$ cat config.mk
export PLATFORM = sky130hd
export DESIGN_NAME = fetch_unit
export DESIGN_NICKNAME = d
export VERILOG_FILES = /design/src/rtl/fetch_unit_pkg.sv /design/src/rtl/fetch_unit_checker.sv /design/src/rtl/fetch_unit_sync_fifo_flush.sv /design/src/rtl/fetch_unit.sv
export SDC_FILE = /design/constraint.sdc
export NUM_CORES = 1
export LEC_CHECK = 0
export BUFFER_PORTS_ARGS = -buffer_cell sky130_fd_sc_hd__buf_2
export CORE_AREA = 4 4 229 231
export DETAILED_ROUTE_END_ITERATION = 16
export DIE_AREA = 0 0 233 235
export GPL_TIMING_DRIVEN = 0
export PLACE_DENSITY_LB_ADDON = 0.12
export SETUP_SLACK_MARGIN = 0.02
export SYNTH_ARGS = -nofsm -noshare
export SYNTH_HDL_FRONTEND = slang
export SYNTH_SLANG_ARGS = --single-unit
export TNS_END_PERCENT = 5
$ cat constraint.sdc
create_clock -name clk -period 5.8 [get_ports clk]
set_clock_uncertainty 0.2 [all_clocks]
set_input_delay 1.16 -clock clk [delete_from_list [all_inputs] [get_ports clk]]
set_output_delay 1.16 -clock clk [all_outputs]
set_load 0.01 [all_outputs]
$ cat src/rtl/fetch_unit_pkg.sv
// Shared definitions for the instruction fetch stage.
//   NOP_INST          : word presented to decode when nothing is buffered
//   RESET_PC_DEFAULT  : default first fetch address after reset
//   credit_width()    : width of an occupancy counter for a queue of given depth
//   word_align()      : clears the byte-offset bits of an address
//   inflight_t        : outstanding request record (fetch address + kill flag)
//   prefetch_t        : buffered instruction record (pc + word)
package fetch_unit_pkg;

    localparam logic [31:0] NOP_INST         = 32'h0000_0013;
    localparam logic [31:0] RESET_PC_DEFAULT = 32'h0000_0000;
    localparam int          INFLIGHT_W       = 33;
    localparam int          PREFETCH_W       = 64;

    typedef struct packed {
        logic [31:0] pc;
        logic        kill;
    } inflight_t;

    typedef struct packed {
        logic [31:0] pc;
        logic [31:0] data;
    } prefetch_t;

    // Counter must represent 0..depth inclusive.
    function automatic int credit_width(input int depth);
        return $clog2(depth) + 1;
    endfunction

    function automatic logic [31:0] word_align(input logic [31:0] addr);
        return {addr[31:2], 2'b00};
    endfunction

endpackage

$ cat src/rtl/fetch_unit_checker.sv
// Protocol checks for fetch_unit, kept apart from the datapath.
//   resp_valid/inflight_empty : every response must have an outstanding request
//   pf_push/pf_full           : prefetch buffer never overflows
//   if_push/if_full           : in-flight queue never overflows
//   req_*                     : request stays stable until accepted
module fetch_unit_checker #(
    parameter int FIFO_DEPTH = 4
) (
    input  logic        clk,
    input  logic        rst_n,
    input  logic        resp_valid,
    input  logic        inflight_empty,
    input  logic        pf_push,
    input  logic        pf_full,
    input  logic        if_push,
    input  logic        if_full,
    input  logic        req_valid,
    input  logic        req_ready,
    input  logic [31:0] req_addr
);

    if ((FIFO_DEPTH < 2) || ((FIFO_DEPTH & (FIFO_DEPTH - 1)) != 0)) begin : g_bad_depth
        $error("fetch_unit: FIFO_DEPTH must be a power of two and at least 2");
    end

    a_resp_has_owner: assert property (@(posedge clk) disable iff (!rst_n)
        resp_valid |-> !inflight_empty);

    a_pf_no_overflow: assert property (@(posedge clk) disable iff (!rst_n)
        pf_push |-> !pf_full);

    a_if_no_overflow: assert property (@(posedge clk) disable iff (!rst_n)
        if_push |-> !if_full);

    a_req_hold: assert property (@(posedge clk) disable iff (!rst_n)
        (req_valid && !req_ready) |=> (req_valid && $stable(req_addr)));

endmodule

$ cat src/rtl/fetch_unit_sync_fifo_flush.sv
// sync_fifo_flush: parameterised synchronous FIFO with occupancy count,
// single-cycle flush, and a "mark all" strobe that ORs MARK_MASK into every
// stored entry (including one written in the same cycle).
//   clk, rst_n       : clock, asynchronous active-low reset
//   flush            : empties the FIFO on the next edge; wins over push/pop
//   mark_all         : sets MARK_MASK bits in every entry in place
//   push/wdata       : write side (ignored when full)
//   pop/rdata        : read side, rdata is the current head (ignored when empty)
//   count/empty/full : occupancy status
module sync_fifo_flush #(
    parameter int               WIDTH     = 32,
    parameter int               DEPTH     = 4,
    parameter logic [WIDTH-1:0] MARK_MASK = {WIDTH{1'b0}}
) (
    input  logic                     clk,
    input  logic                     rst_n,
    input  logic                     flush,
    input  logic                     mark_all,
    input  logic                     push,
    input  logic [WIDTH-1:0]         wdata,
    input  logic                     pop,
    output logic [WIDTH-1:0]         rdata,
    output logic [$clog2(DEPTH):0]   count,
    output logic                     empty,
    output logic                     full
);

    localparam int AW = $clog2(DEPTH);
    localparam int CW = AW + 1;

    logic [WIDTH-1:0] mem_r [DEPTH];
    logic [AW-1:0]    wr_ptr_r;
    logic [AW-1:0]    rd_ptr_r;
    logic [CW-1:0]    count_r;
    logic             push_ok_s;
    logic             pop_ok_s;

    assign empty     = (count_r == {CW{1'b0}});
    assign full      = (count_r == CW'(DEPTH));
    assign push_ok_s = push && !full;
    assign pop_ok_s  = pop && !empty;
    assign rdata     = mem_r[rd_ptr_r];
    assign count     = count_r;

    // Pointer and occupancy bookkeeping; flush resets to empty.
    always_ff @(posedge clk or negedge rst_n) begin
        if (!rst_n) begin
            wr_ptr_r <= {AW{1'b0}};
            rd_ptr_r <= {AW{1'b0}};
            count_r  <= {CW{1'b0}};
        end else if (flush) begin
            wr_ptr_r <= {AW{1'b0}};
            rd_ptr_r <= {AW{1'b0}};
            count_r  <= {CW{1'b0}};
        end else begin
            wr_ptr_r <= push_ok_s ? (wr_ptr_r + AW'(1'b1)) : wr_ptr_r;
            rd_ptr_r <= pop_ok_s  ? (rd_ptr_r + AW'(1'b1)) : rd_ptr_r;
            count_r  <= count_r + CW'(push_ok_s) - CW'(pop_ok_s);
        end
    end

    // Storage: write the pushed entry, and apply the mark mask everywhere.
    always_ff @(posedge clk or negedge rst_n) begin
        if (!rst_n) begin
            for (int i = 0; i < DEPTH; i++) begin
                mem_r[i] <= {WIDTH{1'b0}};
            end
        end else begin
            for (int i = 0; i < DEPTH; i++) begin
                if (push_ok_s && !flush && (wr_ptr_r == AW'(i))) begin
                    mem_r[i] <= mark_all ? (wdata | MARK_MASK) : wdata;
                end else if (mark_all) begin
                    mem_r[i] <= mem_r[i] | MARK_MASK;
                end else begin
                    mem_r[i] <= mem_r[i];
                end
            end
        end
    end

endmodule

$ cat src/rtl/fetch_unit.sv
// fetch_unit: owns the PC, issues in-order word fetches to instruction
// memory, buffers returned words with their PCs and hands them to decode.
// A redirect flushes the buffer and marks every outstanding request killed
// so its response is dropped on arrival.
//   clk, reset                : clock, asynchronous active-low reset
//   imem_req_valid/ready/addr : fetch request channel (valid/addr registered)
//   imem_resp_valid/data      : in-order responses, no backpressure
//   jump_flag/jump_target     : redirect pulse and target (byte bits ignored)
//   inst_valid/ready          : decode handshake
//   inst/inst_pc              : head word and its PC (NOP / 0 when empty)
module fetch_unit
    import fetch_unit_pkg::*;
#(
    parameter logic [31:0] RESET_PC   = RESET_PC_DEFAULT,
    parameter int          FIFO_DEPTH = 4
) (
    input  logic        clk,
    input  logic        reset,
    output logic        imem_req_valid,
    input  logic        imem_req_ready,
    output logic [31:0] imem_req_addr,
    input  logic        imem_resp_valid,
    input  logic [31:0] imem_resp_data,
    input  logic        jump_flag,
    input  logic [31:0] jump_target,
    output logic        inst_valid,
    input  logic        inst_ready,
    output logic [31:0] inst,
    output logic [31:0] inst_pc
);

    localparam int CNT_W = credit_width(FIFO_DEPTH);
    localparam int OCC_W = CNT_W + 1;

    // Request-side state. fetch_pc_r is the address the next newly loaded
    // request will use; it advances when that request is loaded.
    logic        req_valid_r, req_valid_d;
    logic [31:0] req_addr_r,  req_addr_d;
    logic [31:0] fetch_pc_r,  fetch_pc_d;
    logic        pending_kill_r, pending_kill_d;

    logic [31:0] jump_pc_s;
    logic [31:0] eff_pc_s;
    logic        req_fire_s;
    logic        req_held_s;
    logic        load_req_s;

    inflight_t         if_wdata_s;
    inflight_t         if_head_s;
    logic [CNT_W-1:0]  if_count_s;
    logic              if_empty_s;
    logic              if_full_s;
    logic              if_pop_s;

    prefetch_t         pf_wdata_s;
    prefetch_t         pf_head_s;
    logic [CNT_W-1:0]  pf_count_s;
    logic              pf_empty_s;
    logic              pf_full_s;
    logic              pf_push_s;
    logic              pf_pop_s;

    logic [CNT_W-1:0]  pf_count_next_s;
    logic [CNT_W-1:0]  if_count_next_s;
    logic [OCC_W-1:0]  occ_next_s;

    assign jump_pc_s  = word_align(jump_target);
    assign eff_pc_s   = jump_flag ? jump_pc_s : fetch_pc_r;
    assign req_fire_s = req_valid_r && imem_req_ready;
    assign req_held_s = req_valid_r && !imem_req_ready;

    // A request accepted during a redirect, or one that was pending when an
    // earlier redirect happened, is born killed.
    assign if_wdata_s = '{pc: req_addr_r, kill: (pending_kill_r || jump_flag)};

    // Responses retire the in-flight head; killed ones and any arriving in
    // the redirect cycle are dropped.
    assign if_pop_s   = imem_resp_valid && !if_empty_s;
    assign pf_push_s  = if_pop_s && !if_head_s.kill && !jump_flag;
    assign pf_wdata_s = '{pc: if_head_s.pc, data: imem_resp_data};
    assign pf_pop_s   = !pf_empty_s && inst_ready;

    // Credit accounting on post-edge occupancy: buffered + outstanding +
    // a request still held on the channel must stay within FIFO_DEPTH.
    always_comb begin
        pf_count_next_s = pf_count_s;
        if (jump_flag) begin
            pf_count_next_s = {CNT_W{1'b0}};
        end else begin
            pf_count_next_s = pf_count_s + CNT_W'(pf_push_s) - CNT_W'(pf_pop_s);
        end
        if_count_next_s = if_count_s + CNT_W'(req_fire_s) - CNT_W'(if_pop_s);
        occ_next_s      = OCC_W'(pf_count_next_s) + OCC_W'(if_count_next_s)
                        + OCC_W'(req_held_s);
        load_req_s      = (occ_next_s < OCC_W'(FIFO_DEPTH));
    end

    // Next request / PC selection.
    always_comb begin
        req_valid_d    = 1'b0;
        req_addr_d     = req_addr_r;
        pending_kill_d = 1'b0;
        fetch_pc_d     = eff_pc_s;
        if (req_held_s) begin
            req_valid_d    = 1'b1;
            pending_kill_d = pending_kill_r || jump_flag;
        end else if (load_req_s) begin
            req_valid_d    = 1'b1;
            req_addr_d     = eff_pc_s;
            fetch_pc_d     = eff_pc_s + 32'd4;
        end else begin
            req_valid_d    = 1'b0;
        end
    end

    // Request channel and PC registers.
    always_ff @(posedge clk or negedge reset) begin
        if (!reset) begin
            req_valid_r    <= 1'b0;
            req_addr_r     <= RESET_PC;
            fetch_pc_r     <= RESET_PC;
            pending_kill_r <= 1'b0;
        end else begin
            req_valid_r    <= req_valid_d;
            req_addr_r     <= req_addr_d;
            fetch_pc_r     <= fetch_pc_d;
            pending_kill_r <= pending_kill_d;
        end
    end

    sync_fifo_flush #(
        .WIDTH     (INFLIGHT_W),
        .DEPTH     (FIFO_DEPTH),
        .MARK_MASK (33'h0_0000_0001)
    ) u_inflight (
        .clk      (clk),
        .rst_n    (reset),
        .flush    (1'b0),
        .mark_all (jump_flag),
        .push     (req_fire_s),
        .wdata    (if_wdata_s),
        .pop      (if_pop_s),
        .rdata    (if_head_s),
        .count    (if_count_s),
        .empty    (if_empty_s),
        .full     (if_full_s)
    );

    sync_fifo_flush #(
        .WIDTH     (PREFETCH_W),
        .DEPTH     (FIFO_DEPTH),
        .MARK_MASK (64'h0000_0000_0000_0000)
    ) u_prefetch (
        .clk      (clk),
        .rst_n    (reset),
        .flush    (jump_flag),
        .mark_all (1'b0),
        .push     (pf_push_s),
        .wdata    (pf_wdata_s),
        .pop      (pf_pop_s),
        .rdata    (pf_head_s),
        .count    (pf_count_s),
        .empty    (pf_empty_s),
        .full     (pf_full_s)
    );

    fetch_unit_checker #(
        .FIFO_DEPTH (FIFO_DEPTH)
    ) u_checker (
        .clk            (clk),
        .rst_n          (reset),
        .resp_valid     (imem_resp_valid),
        .inflight_empty (if_empty_s),
        .pf_push        (pf_push_s),
        .pf_full        (pf_full_s),
        .if_push        (req_fire_s),
        .if_full        (if_full_s),
        .req_valid      (req_valid_r),
        .req_ready      (imem_req_ready),
        .req_addr       (req_addr_r)
    );

    assign imem_req_valid = req_valid_r;
    assign imem_req_addr  = req_addr_r;
    assign inst_valid     = !pf_empty_s;
    assign inst           = pf_empty_s ? NOP_INST : pf_head_s.data;
    assign inst_pc        = pf_empty_s ? 32'h0000_0000 : pf_head_s.pc;

endmodule

# Word-level counts from Yosys, hierarchy flattened
# Cells that the tools add are included.
# Widths: inputs -> output; s select.
dict set report classes {
  addsub 15
  n_lt_le_gt_ge 3
  eq_ne 8
  mux 26
  bitwise 3
  reduce_logical 38
}
# cell n
set ops {}
lappend ops {{$mux 33} 6}
lappend ops {{$mux 32} 5}
lappend ops {{$bmux 64 s2} 1}
lappend ops {{$mux 64} 2}
lappend ops {{$bmux 33 s2} 1}
lappend ops {{$add 32x3->32 const B} 1}
lappend ops {{$logic_and 1x1->1} 19}
lappend ops {{$add 3x1->3} 4}
lappend ops {{$reduce_bool 2->1} 6}
lappend ops {{$sub 3x1->3} 4}
lappend ops {{$add 2x1->2 const B} 4}
lappend ops {{$eq 2x2->1 const B} 4}
lappend ops {{$mux 2} 4}
lappend ops {{$logic_not 1->1} 7}
lappend ops {{$eq 3x3->1 const B} 2}
lappend ops {{$ge 3x3->1 const B} 2}
lappend ops {{$logic_not 3->1} 2}
lappend ops {{$mux 3} 2}
lappend ops {{$not 2->3} 2}
lappend ops {{$mux 1} 5}
lappend ops {{$add 3x3->4} 1}
lappend ops {{$add 4x1->4} 1}
lappend ops {{$eq 2x1->1 const B} 2}
lappend ops {{$logic_not 2->1} 2}
lappend ops {{4 further kinds} 4}
dict set report totals {
  reg_bits 468
  output_inout_bits 98
  elab_cells 115
}

# Depth between registers and ports, before layout
# Gate-level depths: netlist (run 1).
dict set report depth {
  word_depth 15
  ltp_mapped 18
  mapped_depth_nobuf 16
}

# By module
# A second synthesis (run 1) with hierarchy kept.
dict set report hier_totals {
  cells_unflattened 1493
  hier_area_um2 23161.0
}
# module n_inst cells_per_inst area_per_inst_um2 seq_area_each_um2
set by_module_without_submodules {}
lappend by_module_without_submodules {{sync_fifo_flush at u_prefetch} 1 666 12734.7 6581.3}
lappend by_module_without_submodules {{sync_fifo_flush at u_inflight} 1 371 6241.0 3478.3}
lappend by_module_without_submodules {fetch_unit 1 456 4185.3 1651.6}

# Least setup slack after synthesis (run 1)
# Ideal clock, no wire load.
dict set report synth_path {
  kind {input to register}
  from {input jump_flag}
  to {register fetch_pc_r[29]}
  arrival_time_ps 4267
  slack_ps 1211
  cell_stages 14
  path_buffers 6
  path_cell_list {buf_4 buf_2 buf_2 buf_2 buf_2 clkbuf_1 nor2_1 ha_1 a2111o_1 a211oi_1 nand4_1 a221oi_1 nand4_1 xnor2_1}
}
dict set report synth_between {
  elab_chain_len 10
  elab_cells_between_ends 12
  classes_between {add/sub: 5; order compare: 1; mux: 4; reduce/logical: 2}
}
# element line
set synth_lines {}
lappend synth_lines {{start: declaration} fetch_unit.sv:24} ;# input logic jump_flag,
lappend synth_lines {{$logic_not 1->1} fetch_unit.sv:79} ;# assign pf_push_s = if_pop_s && !if_head_s.kill && !jump_flag;
lappend synth_lines {{$logic_and 1x1->1} fetch_unit.sv:79}
lappend synth_lines {{$add 3x1->3} fetch_unit.sv:90} ;# pf_count_next_s = pf_count_s + CNT_W'(pf_push_s) - CNT_W'(pf_pop_s);
lappend synth_lines {{$sub 3x1->3} fetch_unit.sv:90}
lappend synth_lines {{$mux 3} fetch_unit.sv:87} ;# if (jump_flag) begin
lappend synth_lines {{$add 3x3->4} fetch_unit.sv:93} ;# occ_next_s = OCC_W'(pf_count_next_s) + OCC_W'(if_count_next_s)
lappend synth_lines {{$add 4x1->4} fetch_unit.sv:94} ;# + OCC_W'(req_held_s);
lappend synth_lines {{$lt 4x3->1} fetch_unit.sv:95} ;# load_req_s = (occ_next_s < OCC_W'(FIFO_DEPTH));
lappend synth_lines {{$mux 32} fetch_unit.sv:107} ;# end else if (load_req_s) begin
lappend synth_lines {{$mux 32 *} fetch_unit.sv:104} ;# if (req_held_s) begin
lappend synth_lines {{named net fetch_pc_d[29]} fetch_unit.sv:39} ;# logic [31:0] fetch_pc_r, fetch_pc_d;
lappend synth_lines {{end signal: assignment} fetch_unit.sv:126} ;# fetch_pc_r <= fetch_pc_d;
lappend synth_lines {{end: declaration} fetch_unit.sv:39}
# The timed path passes the listed nets; every way through them passes the cells marked *.
# A chain may end at the register's enable or synchronous reset.

# Worst setup path after layout (run 1)
dict set report layout_path {
  from {register u_prefetch.count_r[1] (netlist: u_prefetch.count[1])}
  to {register fetch_pc_r[29]}
}
dict set report layout_between {
  elab_chain_len 10
  elab_cells_between_ends 11
  classes_between {add/sub: 4; order compare: 1; mux: 3; reduce/logical: 3}
}
# element line
set layout_lines {}
lappend layout_lines {{start: declaration} fetch_unit_sync_fifo_flush.sv:34} ;# logic [CW-1:0] count_r;
lappend layout_lines {{start signal: assignment} fetch_unit_sync_fifo_flush.sv:50} ;# count_r <= {CW{1'b0}};
lappend layout_lines {{start signal: assignment} fetch_unit_sync_fifo_flush.sv:54} ;# count_r <= {CW{1'b0}};
lappend layout_lines {{start signal: assignment} fetch_unit_sync_fifo_flush.sv:58} ;# count_r <= count_r + CW'(push_ok_s) - CW'(pop_ok_s);
lappend layout_lines {{parallel branches: the longest is 3 deep, another holds $add 3x1->3} -}
lappend layout_lines {{$sub 3x1->3 *} fetch_unit.sv:90}
lappend layout_lines {{$mux 3 *} fetch_unit.sv:87}
lappend layout_lines {{$add 3x3->4 *} fetch_unit.sv:93}
lappend layout_lines {{$add 4x1->4 *} fetch_unit.sv:94}
lappend layout_lines {{$lt 4x3->1 *} fetch_unit.sv:95}
lappend layout_lines {{$mux 32 *} fetch_unit.sv:107}
lappend layout_lines {{$mux 32 *} fetch_unit.sv:104}
lappend layout_lines {{named net fetch_pc_d[29]} fetch_unit.sv:39}
# Mark *: on every way through the listed nets, which the timed path passes.

==> results of run 1 <==
## power groups by stage
stage / sequential (W) / combinational (W) / clock, W
global route: 0.00471 / 0.00449 / 0.00378
floorplan: 0.00450 / 0.00288 / 0
detailed placement: 0.00465 / 0.00413 / 0
global placement: 0.00462 / 0.00402 / 0
finish: 0.00461 / 0.00406 / 0.00355
CTS: 0.00461 / 0.00414 / 0.00365
## registers in the layout (all words and copies together) (netlist names)
name	cells
pending_kill_r	1
u_inflight.wr_ptr_r	2
u_inflight.mem_r	132
u_prefetch.rd_ptr_r	2
imem_req_valid	1
u_inflight.count	3
imem_req_addr	32
u_prefetch.mem_r	256
u_inflight.rd_ptr_r	2
fetch_pc_r	32
u_prefetch.count	3
u_prefetch.wr_ptr_r	2
## metrics by stage
stage | total power (W) | area [um^2] | TNS (ps) | hold slack, ps | std cells
after global routing | 0.01298 | 26080 | 0 | 129.1 | 2384
after floorplan | 0.007377 | 22390 | 0 | 253.3 | 1443
after detailed placement | 0.008780 | 24180 | -9902 | 283.0 | 2284
after CTS | 0.01240 | 26050 | 0 | 119.6 | 2381
after global placement | 0.008637 | 24060 | -2790850 | 264.9 | 2280
final | 0.01222 | 26080 | 0 | 157.6 | 2384
## cell type report
class | instances | area, um^2
Clock inverter | 21 | 292.8
Tap cell | 672 | 840.8
Inverter | 21 | 82.58
Timing Repair Buffer | 172 | 968.4
Multi-Input combinational cell | 870 | 10080
Fill cell | 4289 | 23990
Clock buffer | 77 | 1577
Buffer | 83 | 524.3
Sequential cell | 468 | 11710
## layer usage
metal  global-route usage, %  vias up  part of all wire [%]
met2                   30.74      221                    49
met3                   2.701       74                   3.4
met4                   5.416        2                   2.4
met1                   26.17     6599                    46
li1                        -     5682                     -
met5                       0        -                 0.025
## cells in the mapped netlist (2+ instances only)
master    count  share of area, %
nor3_1        4             0.089
clkbuf_1     28              0.47
a21oi_1       8              0.18
o21ai_0      28              0.63
nor2_1       24              0.40
ha_1         19               1.1
buf_6        26               1.3
xor2_1       22              0.86
o22ai_1       3             0.084
nand2_1      71               1.2
mux2_4      240                16
o31ai_1       2             0.067
buf_1        18              0.30
or2_2         3             0.084
xnor2_1      25              0.98
a221oi_1      2             0.078
nand2b_1      6              0.17
nor4_1        2             0.056
and2_1       64               1.8
buf_2        11              0.25
mux4_2       97               9.8
nand4_1      15              0.42
dfrtp_1     468                52
a211o_1       4              0.16
and3_1        8              0.22
nand2_8       4              0.36
nor2b_1       8              0.22
nand4b_1      6              0.23
a31oi_1       7              0.20
nand3_1       7              0.16
fa_1          4              0.36
mux2_2      147               7.4
inv_1        21              0.35
mux2i_1      28               1.3
## what timing repair did
item                                    CTS  global route
resized for setup                         2             2
endpoints found under the setup margin   10             6
buffers inserted                          0             3
## logic make-up after synthesis
family / count (synthesis) / synth area share (%)
mux: 512 / 34.49
flops: 468 / 52.30
simple gates: 226 / 5.537
buf+inv: 105 / 2.710
compound gates: 62 / 1.704
xor+xnor: 47 / 1.838
fa+ha+maj: 23 / 1.419
## worst paths after layout
check,from,to,cells past startpoint
worst min-delay path,reset,u_prefetch.mem_r[200],1
worst min register to register,u_inflight.mem_r[99],u_inflight.mem_r[99],1
min in group clk,u_inflight.mem_r[99],u_inflight.mem_r[99],1
max in group asynchronous,reset,u_prefetch.mem_r[252],4
worst max-delay path,u_prefetch.count[1],fetch_pc_r[29],16
worst max register to register,u_prefetch.count[1],fetch_pc_r[29],16
==> flow_summary.toml, run 1 <==
[outcome]
outcome = "completed"

[worst_setup_path]
start_kind = "flip-flop"
crit_path_max_incr_delay_ps = 560
cp_top_family = "simple AND/OR/NAND/NOR gates"
reg2reg_slack_ps = 390
crit_type = "flip-flop to flip-flop"
cp.required_ps = 6080
path_max_fanout = 5
crit_path_frequent_cell = "ha_1"
path_cells = "nor3_2 > clkinvlp_4 > and2_1 > ha_1 > inv_1 > ha_1 > fa_1 > xnor2_1 > nor2_1 > ha_1 > a2111o_1 > a211oi_1 > nand4_1 > a221oi_1 > nand4_1 > xnor2_1"
crit_arrival_ps = 5690
cp-end-kind = "flip-flop"
crit_slowest_cell = "a221oi_1"
cp_num_buf_inv = 2

[die]
start_util_pct = 44.72
die_h_um = 235
chipWidth_um = 233
rows = 82
core_um2 = 50070
io_pins = 168
dieArea_um2 = 54760

[timing]
fin_ws_ps = 389.9
worst_pin_slew_ps = 963.0
fmax_mhz = 184.8
rsz0062_at_grt = "false"
setup_viol = 0
hold_viol_final = 0
slew_violations = 0
slew_headroom_pct = 35.80
period_needed_ps = 5410
fin_crit_sh_pct = 93.28

[logic_synthesis]
yosysSeqAreaShare_pct = 52.30
synth_cells = 1443
synthArstFlopShare_pct = 100.0
synth_edf_count = 0
synth.net_count = 1536
synth_top_flop_cell = "dfrtp_1"
ys_seq_elements = 468
syn_area_um2 = 22390
synth.distinct_cells = 47
yosys_warnings = 0
synth.avg_cell_area_um2 = 15.52

[clock_network]
htreeDepth = 2
numCtsBuffers = 53
clk_path_buf_depth = 3
cts_tree = "done"
root_buffer = "clkbuf_16"
cts_num_sinks = 468
insertion_delay_ps = 590
clk_pin_slew_ps = 60
cts_hold_buf = 0

[pwr]
combPwrFrac_pct = 33.2
p_leak_nw = 12.89
p_sw_share_pct = 32.64
netSwitchingPower_w = 0.003988
pwr-share-clk_pct = 29.0
p_per_area_nw_per_um2 = 468.5
peakVddDrop_uv = 445.6
intPower_w = 0.008230
seq_power_share_pct = 37.7

[detailed_routing]
drt_iter0_markers = 549
ant_nets = 0
drt-total-wl_um = 50990
drcViolationCount = 0
wl_per_cell_um = 21.39
drtPass1Iterations = 4
viasPerCell = 5.276
vias = 12580

[layout]
nets = 1762
drive_gt1_share_pct = 46.50
post-route-util_pct = 52.09
layout_commonest_cell = "dfrtp_1"
layout_common_cells = "dfrtp_1, mux2_4, buf_2, mux2_2, mux4_2"
antenna_cells = 0
syn2layout_area_growth_pct = 16.47

[global_route]
grt_pass1_vias = 13680
grtUsageTotal_pct = 18.76
grt_overflow = 0
grt_max_degree = 129
grt_antenna_before_repair = 1
grt_pass1_wl_um = 80970

[placed_design]
place_ws_ps = -838.0
place.gp.congestion = 0.8726
dpl.hpwl_um = 34760
portBuffers = 165

[flow_run]
max_cap_violations = 0

[worst_hold_path]
hp-class = "input pin to async pin"
Power figures use the tool's default switching activity.
==> inputs of run 2 (changes only) <==
--- a/config.mk
+++ b/config.mk
@@ -11,6 +11,7 @@
 export DIE_AREA = 0 0 233 235
 export GPL_TIMING_DRIVEN = 0
 export PLACE_DENSITY_LB_ADDON = 0.12
+export RECOVER_POWER = 100
 export SETUP_SLACK_MARGIN = 0.02
 export SYNTH_ARGS = -nofsm -noshare
 export SYNTH_HDL_FRONTEND = slang
==> flow_summary.toml, run 2 (synthesis gave the netlist of run 1 again) <==
[clock_network]
numCtsBuffers = 53
cts_num_sinks = 468
clk_path_buf_depth = 3
insertion_delay_ps = 590
root_buffer = "clkbuf_16"
clk_pin_slew_ps = 60
cts_hold_buf = 0
cts_tree = "done"
htreeDepth = 2

[layout]
drive_gt1_share_pct = 27.51
layout_commonest_cell = "dfrtp_1"
layout.cells.non_filler = 2384
num-fill-cells = 4569
nets = 1762
layout_common_cells = "dfrtp_1, mux2_1, clkbuf_1, mux2_2, buf_2"
antenna_cells = 0
top_register = "u_prefetch.mem_r"
syn2layout_area_growth_pct = 11.07
top_regs = "u_prefetch.mem_r (256), u_inflight.mem_r (132)"
postLayoutCellArea_um2 = 24870
largest_reg_flops = 256

[detailed_routing]
wl_per_cell_um = 21.17
ant_nets = 0
viasPerCell = 5.256
drt_iter0_markers = 512
drtPass1Iterations = 4
vias = 12530
drcViolationCount = 0
drt-total-wl_um = 50480

[die]
rows = 82
die_h_um = 235
chipWidth_um = 233
dieArea_um2 = 54760
io_pins = 168
start_util_pct = 44.72
core_um2 = 50070

[placed_design]
place_inst = 2284
portBuffers = 165
place_area_um2 = 24180
place.gp.congestion = 0.8726
dpl.hpwl_um = 34760
place_ws_ps = -838.0

[pwr]
p_sw_share_pct = 32.95
intPower_w = 0.008014
p_per_area_nw_per_um2 = 480.6
p_leak_nw = 11.82
netSwitchingPower_w = 0.003939
seq_power_share_pct = 38.5
peakVddDrop_uv = 444.3
pwr-share-clk_pct = 29.7
combPwrFrac_pct = 31.8

[worst_setup_path]
reg2reg_slack_ps = 340
cp-end-kind = "flip-flop"
crit_arrival_ps = 5730
crit_type = "flip-flop to flip-flop"
cp.required_ps = 6080
start_kind = "flip-flop"
path_max_fanout = 5

[timing]
slew_headroom_pct = -107.2
setup_viol = 0
slew_violations = 119
fin_crit_sh_pct = 94.08
timing.hold.ws_ps = 284.9
rsz0062_at_grt = "false"
worst_pin_slew_ps = 3109
period_needed_ps = 5457
fmax_mhz = 183.3
fin_ws_ps = 343.2
hold_viol_final = 0

[global_route]
grt_antenna_before_repair = 1
grt_overflow = 0
grt_pass1_vias = 13680
grtUsageTotal_pct = 18.76
grt_pass1_wl_um = 80970
grt_max_degree = 129

[flow_run]
max_cap_violations = 1

[outcome]
outcome = "complete, but fails checks"
violations = "max-capacitance violations, max-slew violations"

[worst_hold_path]
hp-class = "flip-flop to flip-flop"
[run 2: cell types whose count changed in the layout (fill, tap and decap cells not counted), moves of 4 or more]
cell      delta
nand2_8      -4
buf_2       -76
buf_1       -16
mux2_4     -216
and2_1      -25
mux2_1     +216
clkbuf_1   +119
nand2_1      +4
and2_0      +25
buf_6       -26
[run 2: worst paths after layout]
| kind | from | endpoint | cells after the start |
|---|---|---|---|
| max | u_prefetch.count[1] | fetch_pc_r[29] | 16 |
| min | u_prefetch.mem_r[35] | u_prefetch.mem_r[35] | 1 |
| max reg2reg | u_prefetch.count[1] | fetch_pc_r[29] | 16 |
| min reg2reg | u_prefetch.mem_r[35] | u_prefetch.mem_r[35] | 1 |
| max in group asynchronous | reset | u_prefetch.mem_r[252] | 4 |
| min in group asynchronous | reset | u_prefetch.mem_r[200] | 1 |
[run 2: cell type report]
type / instances / area, um^2 / area share [%]
inverter: 21 / 82.58 / 0.3320
clock inverter: 21 / 292.8 / 1.177
clock buffer: 77 / 1577 / 6.339
tap: 672 / 840.8 / 3.381
buffer: 83 / 320.3 / 1.288
multi-input combinational: 870 / 9199 / 36.99
sequential: 468 / 11710 / 47.09
timing repair buffer: 172 / 848.3 / 3.411
[run 2: power by group through the flow]
stage                     Sequential [W]  Combinational, W  Clock, W
after global routing             0.00470           0.00422   0.00378
after CTS                        0.00461           0.00414   0.00365
after detailed placement         0.00465           0.00413         0
after floorplan                  0.00450           0.00288         0
final                            0.00460           0.00380   0.00355
after global placement           0.00462           0.00402         0
[run 2: per-stage QoR]
stage / TNS, ps / total power [W] / util (%)
floorplan: 0 / 0.007377 / -
global placement: -2790850 / 0.008637 / 48.05
detailed placement: -9902 / 0.008780 / 48.29
CTS: 0 / 0.01240 / 52.03
global route: 0 / 0.01271 / 49.68
finish: 0 / 0.01195 / 49.68
[run 2: worst max-delay path: stages (launching register included)]
cell and delay (ps):
dfrtp_1 430, nor3_2 520, clkinvlp_4 300, and2_1 290, ha_1 300, inv_1 50
ha_1 180, fa_1 380, xnor2_1 200, nor2_1 90, ha_1 340, a2111o_1 460
a211oi_1 360, nand4_1 290, a221oi_1 560, nand4_1 210, xnor2_1 160
[run 2: repair_timing]
item | in CTS | in global routing
endpoints found under the setup margin | 10 | 6
resized for setup | 2 | 2
setup buffers | 0 | 3
gates cloned | 0 | 0
endpoints found under the hold margin | 0 | 0
[run 2: metal layers]
layer  GRT usage, %  part of all wire [%]
met5              0                 0.026
met4          5.416                   2.3
met3          2.701                   3.5
met2          30.74                    49
met1          26.17                    45
